$ cat src/rtl/scr_update_gen.sv
// scr_update_gen
//   Sender side of the scrambler-config update interface. Firmware offers a
//   {scr_choose, unscr_length} pair over wr_valid/wr_ready. The pair is
//   registered onto the config outputs at the accept edge. A timed
//   update_flag sequence then follows: SETUP (flag low), PULSE (flag high),
//   GAP (flag low). The receiver double-flops update_flag and latches the
//   config on its rising edge.
//
//   Optional feature macro: SCR_UPD_ACK_EN. When it is defined, an upd_ack
//   input from the receiver domain is added. PULSE additionally waits for the
//   synced ack to be high, and GAP waits for it to be low. There is no timeout.
//
// Ports
//   clk, reset_n          clock, asynchronous active-low reset
//   wr_valid/wr_ready     write handshake (wr_ready = state IDLE)
//   wr_scr_choose         requested scrambler select
//   wr_unscr_length[7:0]  requested length, clamped to LEN_MAX
//   scr_choose_out        registered config to receiver
//   unscr_length_out[7:0] registered config to receiver
//   update_flag           registered update strobe
//   busy                  sequence in progress (= !wr_ready)
//   upd_done              1-cycle pulse when the sequence completes
//   len_err               1-cycle pulse after an accept whose length was clamped
//   upd_ack               (SCR_UPD_ACK_EN only) receiver acknowledge, level

module scr_update_gen #(
    parameter int SETUP_CYCLES = 2,
    parameter int PULSE_CYCLES = 4,
    parameter int GAP_CYCLES   = 4,
    parameter int LEN_MAX      = 200
) (
    input  logic       clk,
    input  logic       reset_n,
    input  logic       wr_valid,
    output logic       wr_ready,
    input  logic       wr_scr_choose,
    input  logic [7:0] wr_unscr_length,
    output logic       scr_choose_out,
    output logic [7:0] unscr_length_out,
    output logic       update_flag,
    output logic       busy,
    output logic       upd_done,
`ifdef SCR_UPD_ACK_EN
    input  logic       upd_ack,
`endif
    output logic       len_err
);

    localparam int MAX_SP = (SETUP_CYCLES > PULSE_CYCLES) ? SETUP_CYCLES : PULSE_CYCLES;
    localparam int MAX_P  = (MAX_SP > GAP_CYCLES) ? MAX_SP : GAP_CYCLES;
    localparam int CNT_W  = $clog2(MAX_P) + 1;

    localparam logic [CNT_W-1:0] SETUP_LD = CNT_W'(SETUP_CYCLES - 1);
    localparam logic [CNT_W-1:0] PULSE_LD = CNT_W'(PULSE_CYCLES - 1);
    localparam logic [CNT_W-1:0] GAP_LD   = CNT_W'(GAP_CYCLES - 1);
    localparam logic [7:0]       LEN_MAX_V = 8'(LEN_MAX);

    typedef enum logic [1:0] {IDLE, SETUP, PULSE, GAP} state_t;

    state_t           state_q, state_d;
    logic [CNT_W-1:0] cnt_q, cnt_d;
    logic             scr_q, scr_d;
    logic [7:0]       len_q, len_d;
    logic             flag_q, flag_d;
    logic             done_q, done_d;
    logic             err_q, err_d;

    // Exit qualifiers for PULSE and GAP. Without the ack feature they are
    // always true, so only the minimum-time counters govern the sequence.
    logic             pulse_exit_ok, gap_exit_ok;

`ifdef SCR_UPD_ACK_EN
    logic ack_meta_q, ack_sync_q;

    always_ff @(posedge clk or negedge reset_n) begin
        if (!reset_n) begin
            ack_meta_q <= 1'b0;
            ack_sync_q <= 1'b0;
        end else begin
            ack_meta_q <= upd_ack;
            ack_sync_q <= ack_meta_q;
        end
    end

    assign pulse_exit_ok = ack_sync_q;
    assign gap_exit_ok   = !ack_sync_q;
`else
    assign pulse_exit_ok = 1'b1;
    assign gap_exit_ok   = 1'b1;
`endif

    always_comb begin
        state_d = state_q;
        cnt_d   = cnt_q;
        scr_d   = scr_q;
        len_d   = len_q;
        flag_d  = flag_q;
        done_d  = 1'b0;
        err_d   = 1'b0;
        case (state_q)
            IDLE: begin
                if (wr_valid) begin
                    scr_d   = wr_scr_choose;
                    len_d   = (wr_unscr_length > LEN_MAX_V) ? LEN_MAX_V : wr_unscr_length;
                    err_d   = (wr_unscr_length > LEN_MAX_V);
                    cnt_d   = SETUP_LD;
                    state_d = SETUP;
                end
            end
            SETUP: begin
                if (cnt_q == '0) begin
                    state_d = PULSE;
                    cnt_d   = PULSE_LD;
                    flag_d  = 1'b1;
                end else begin
                    cnt_d = cnt_q - CNT_W'(1);
                end
            end
            // The counter parks at zero while waiting on the exit qualifier,
            // so it never wraps inside a state.
            PULSE: begin
                if (cnt_q != '0) begin
                    cnt_d = cnt_q - CNT_W'(1);
                end else if (pulse_exit_ok) begin
                    state_d = GAP;
                    cnt_d   = GAP_LD;
                    flag_d  = 1'b0;
                end
            end
            GAP: begin
                if (cnt_q != '0) begin
                    cnt_d = cnt_q - CNT_W'(1);
                end else if (gap_exit_ok) begin
                    state_d = IDLE;
                    done_d  = 1'b1;
                end
            end
            default: state_d = IDLE;
        endcase
    end

    always_ff @(posedge clk or negedge reset_n) begin
        if (!reset_n) begin
            state_q <= IDLE;
            cnt_q   <= '0;
            scr_q   <= 1'b0;
            len_q   <= '0;
            flag_q  <= 1'b0;
            done_q  <= 1'b0;
            err_q   <= 1'b0;
        end else begin
            state_q <= state_d;
            cnt_q   <= cnt_d;
            scr_q   <= scr_d;
            len_q   <= len_d;
            flag_q  <= flag_d;
            done_q  <= done_d;
            err_q   <= err_d;
        end
    end

    assign wr_ready         = (state_q == IDLE);
    assign busy             = !wr_ready;
    assign scr_choose_out   = scr_q;
    assign unscr_length_out = len_q;
    assign update_flag      = flag_q;
    assign upd_done         = done_q;
    assign len_err          = err_q;

endmodule

$ cat config.mk
export PLATFORM = sky130hd
export DESIGN_NAME = scr_update_gen
export DESIGN_NICKNAME = d
export VERILOG_FILES = /design/src/rtl/scr_update_gen.sv
export SDC_FILE = /design/constraint.sdc
export NUM_CORES = 1
export LEC_CHECK = 0
export ABC_AREA = 1
export BUFFER_PORTS_ARGS = -buffer_cell sky130_fd_sc_hd__buf_2
export CORE_UTILIZATION = 34
export DETAILED_ROUTE_END_ITERATION = 16
export MAX_ROUTING_LAYER = met4
export PLACE_DENSITY = 0.55
export SYNTH_ARGS = -nofsm -noshare
export SYNTH_HDL_FRONTEND = slang
export SYNTH_SLANG_ARGS = --single-unit
$ cat constraint.sdc
create_clock -name clk -period 1.47 [get_ports clk]
set_input_delay 0 -clock clk [delete_from_list [all_inputs] [get_ports clk]]
set_output_delay 0 -clock clk [all_outputs]
set_load 0.02 [all_outputs]
==> After elaboration in Yosys (flattened, before gate mapping) <==
Cells that the tools add are included.
{ "word_totals": {"register_bits": 17, "word_cells": 44} }
{ "classes": {"n_addsub": 1, "order_cmp": 1, "eq_ne": 8, "muxes": 18, "reduce_logical": 9} }
{ "ops": {"columns": ["cell", "n"], "rows": [
  ["2-to-1 mux 3 bit", 4],
  ["one-hot mux 3 bit (4 select lines)", 1],
  ["!= test 2 bit, second input constant", 5],
  ["> comparator 8 bit, second input constant", 1],
  ["2-to-1 mux 2 bit", 4],
  ["2-to-1 mux 8 bit", 1],
  ["one-hot mux 2 bit (4 select lines)", 1],
  ["2-to-1 mux 1 bit", 6],
  ["== test 2 bit, second input constant", 2],
  ["AND reduction 2 bit", 2],
  ["AND reduction 4 bit", 1],
  ["zero test 3 bit", 1],
  ["AND reduction 3 bit", 1],
  ["nonzero test 3 bit", 1],
  ["subtractor 3 x 1 -> 3 bit, second input constant", 1],
  ["== test 2 x 1 -> 1 bit, second input constant", 1],
  ["zero test 2 bit", 1],
  ["one-hot mux 1 bit (2 select lines)", 1],
  ["nonzero test 2 bit", 1],
  ["zero test 1 bit", 1]
]} }

==> Longest topological paths before layout <==
{ "logic_depth": {"word_depth": 3, "mapped_depth": 10, "mapped_depth_nobuf": 10} }

==> Worst setup path after synthesis <==
No wires, ideal clock.
{ "synth_path": {"kind": "reg-to-reg", "start": "register state_q[0]", "end": "register scr_q (netlist: scr_choose_out)", "setup_time_ns": 0.125, "t_arrival_ns": 1.241, "required_time_ns": 1.345, "slack_ns": 0.105, "path_stages_with_launch": 5, "cell_sequence": "dfrtp_1 inv_1 ha_1 nand2_2 mux2_2"} }
{ "synth_via": {"elab_chain_cells": 2} }
{ "synth_lines": {"columns": ["element", "line_no", "source"], "rows": [
  ["start: declaration", "60", "state_t state_q, state_d;"],
  ["start signal: assignment", "152", "state_q <= state_d;"],
  ["zero test 2 bit", null, null],
  ["named net wr_ready", "35", "output logic wr_ready,"],
  ["AND reduction 2 bit (no line)", null, null],
  ["end signal: assignment", "154", "scr_q <= scr_d;"],
  ["end: declaration", "62", "logic scr_q, scr_d;"]
]} }
The timed path passes the listed nets, and every way through them passes these cells.
A chain may end at the register's enable or synchronous reset.

==> Final worst setup path <==
{ "layout_path": {"start": "register state_q[0]", "end": "register state_q[0]"} }
{ "layout_via": {"elab_chain_cells": 3, "word_cells_on_any_way": 10} }
{ "layout_lines": {"columns": ["element", "line_no", "source"], "rows": [
  ["== test 2 bit, or another cell as far along", "100", "case (state_q)"],
  ["!= test 2 bit (no line)", null, null],
  ["AND reduction 4 bit (no line)", null, null]
]} }
Several ways; a longest one is shown, not always the timed one.

==> summary.txt <==
Run status
  • Run status: finished, final reports clean

Route
  • Post-Route WL: 1.89 mm
  • Antenna-violating nets left: 0
  • Pre-antenna DRT Iters: 5
  • Iter 0 DRT Violations: 5
  • DRC: 0
  • DR vias/cell: 4.50
  • Vias: 828
  • Wirelength per Cell: 10.3 µm

Floorplanning
  • # IOs: 26
  • Core area: 0.00252 mm²
  • Initial Utilization: 0.368
  • Rows: 18
  • Die H: 54.3 µm
  • Die width: 54.3 µm
  • Die area: 0.00294 mm²

Critical path
  • Worst R2R Start: state_q[0]
  • CP max stage delay: 0.40 ns
  • CP Cell Sequence: buf_4 > ha_1 > nor2_2 > nand2_1 > nand2_1 > nand2_1 > nand2_1 > o21ai_1
  • Crit path max-delay family: simple AND/OR/NAND/NOR gates
  • Worst R2R Path Depth: 8
  • R2R Path End: state_q[0]
  • Buf/Inv on CP: 1
  • Crit Path Class: register to register
  • Critical Path RT: 1.66 ns
  • Crit-path most repeated cell: nand2_1
  • Worst-path fanout max: 3
  • Crit end category: register
  • Crit path DAT: 1.56 ns
  • Slowest CP cell: dfrtp_1
  • CP startpoint kind: register
  • R2r setup slk: 0.10 ns

Yosys
  • Register bit total from synthesis: 17
  • Post-Syn Area per Cell: 7.74 µm²
  • Count of cell types in the netlist: 14
  • Mapped Cells: 120
  • Warning count from the yosys run: 0
  • Post-Syn Area: 928 µm²
  • Part of the Yosys area used for sequential elements: 0.458
  • Synthesized Nets: 139

Placement
  • Post-detail-place hpwl: 1.40 mm
  • PortBufs: 25
  • RePlAce Congestion: 0.833

Pwr
  • Cell Pwr Density: 2060 mW/mm²
  • Worst VDD drop: 1.02 mV
  • Power, Total: 2400 µW
  • Pleak: 0.000706 µW

CTS
  • Worst skew pair latency: 0.29 ns
  • CTS Root Cell: clkbuf_4
  • CTS clk-pin slew, worst paths: 0.10 ns
  • CTS HTree Levels: 1
  • CTS tree: yes
  • Clk sink count: 17
  • Cts bufs inserted: 3
  • Clk buf depth: 2

Worst hold path
  • Hold endpoint: unscr_length_out[2]
  • Hold Path Stages: 5
  • Worst Hold Launch: wr_unscr_length[2]
  • Hold Path Class: input port to register

Global routing
  • First-pass GRT wire length: 3.10 mm
  • Pin count of the biggest net entering global routing: 18
  • GRT Total Usage: 0.157
  • Gr ovfl total: 0
  • Vias in the first global route: 737
  • Antenna violations before repair: 0

STA
  • Endpoints failing hold: 0
  • Fin Clk Skew: 0.00465 ns
  • Final Slew Violations: 0
  • Final setup fails: 0
  • TNS Setup: 0 ns
  • Fin crit share: 0.932
  • Fmax: 730 MHz
  • Worst slew pin tran: 0.381 ns
  • Unrepaired setup endpoints after global routing: yes
  • Slew HR: 0.746
  • Shortest period the worst path allows: 1.37 ns

Finish
  • Layout cell share with drive strength beyond 1: 0.260
  • Antenna diodes: 0
  • Nets: 174
  • Area grow syn2layout: 26.0%
  • Fill count: 271

Flow run
  • Max-cap violations: 0
[layer usage]
layer,GRT usage,vias to the layer above,share of wire
met4,0.0513,0,0.014
met3,0.0583,4,0.065
li1,-,429,-
met5,-,-,0
met1,0.176,375,0.46
met2,0.256,20,0.46
[timing repair]
action | in CTS | in global routing
gates resized for setup | 0 | 4
hold buffers | 4 | 0
setup buffers | 0 | 1
hold endpoints to repair | 20 | 0
endpoints found under the setup margin | 0 | 8
[placed cells by master (no fill, tap or decap)]
cell | netlist | routed
nand2_1 | 44 | 43
buf_2 | 0 | 25
inv_1 | 22 | 21
dfrtp_1 | 17 | 17
nor2_1 | 10 | 10
ha_1 | 7 | 5
nand3_1 | 4 | 4
a21oi_1 | 4 | 4
dlygate4sd3_1 | 0 | 4
o21ai_0 | 3 | 3
mux2_2 | 3 | 3
clkbuf_4 | 0 | 3
nand2_2 | 1 | 2
o21ai_1 | 2 | 2
ha_2 | 0 | 2
buf_4 | 0 | 2
inv_2 | 0 | 1
nand3b_1 | 1 | 1
nor2_2 | 1 | 1
clkinv_2 | 0 | 1
[kinds of logic after synthesis]
logic type,Yosys count,share of synthesized area
AND/OR/NAND/NOR,61,0.261
multiplexers,3,0.0364
buffers and inverters,23,0.101
AO/OA/AOI/OAI,9,0.0485
flip-flops,17,0.458
adder cells (fa/ha/maj),7,0.0943
[per-stage QoR]
stage,cells,hold slack [ns],area [µm²],setup WS [ns],util
4_1_cts,183,0.0147,1150,0.0804,0.458
6_report,184,0.0303,1170,0.100,0.464
3_3_place_gp,175,-0.0531,1090,0.124,0.431
2_1_floorplan,120,-0.296,928,0.105,-
5_1_grt,184,0.0310,1170,-0.00117,0.464
3_5_place_dp,175,-0.0514,1090,0.100,0.431
[Yosys cell counts]
master     n  area (µm²)
nand2_1   44         165
inv_1     22        82.6
dfrtp_1   17         425
nor2_1    10        37.5
ha_1       7        87.6
a21oi_1    4        20.0
nand3_1    4        20.0
mux2_2     3        33.8
o21ai_0    3        15.0
o21ai_1    2        10.0
buf_6      1        11.3
nand2_2    1        6.26
nand3b_1   1        7.51
nor2_2     1        6.26
[worst max-delay path by stage]
stage	startpoint	endpoint	slack (ns)	cells past startpoint
finish	state_q[0]	state_q[0]	0.10	8
global route	state_q[0]	state_q[0]	-0.001	8
CTS	state_q[1]	unscr_length_out[3]	0.08	6
detailed placement	state_q[0]	cnt_q[0]	0.10	6
global placement	state_q[1]	unscr_length_out[3]	0.12	6
floorplan	state_q[0]	scr_choose_out	0.10	4
[worst reg2reg max path, cell delays in order, from the launching register on]
cell	delay [ns]
dfrtp_1	0.40
buf_4	0.14
ha_1	0.22
nor2_2	0.13
nand2_1	0.08
nand2_1	0.10
nand2_1	0.09
nand2_1	0.06
o21ai_1	0.05
[layout make-up]
cell class                 count  area, µm²  area share
sequential                    17        425       0.364
multi-input combinational     80        417       0.356
timing repair buffer          31        180       0.154
inverter                      22       82.6      0.0706
tap                           30       37.5      0.0321
clock buffer                   3       22.5      0.0193
clock inverter                 1       5.00     0.00428
[state kept, by name, summed over array words and instances, names as in the netlist]
signal,cells
cnt_q,3
scr_choose_out,1
update_flag,1
upd_done,1
state_q,2
unscr_length_out,8
len_err,1
[power by group]
part | leakage [µW] | switching (µW) | internal (µW)
registers | 0.000213 | 105 | 673
clock network | 0.0000177 | 154 | 101
logic | 0.000476 | 854 | 518
Power figures use the tool's default switching activity.
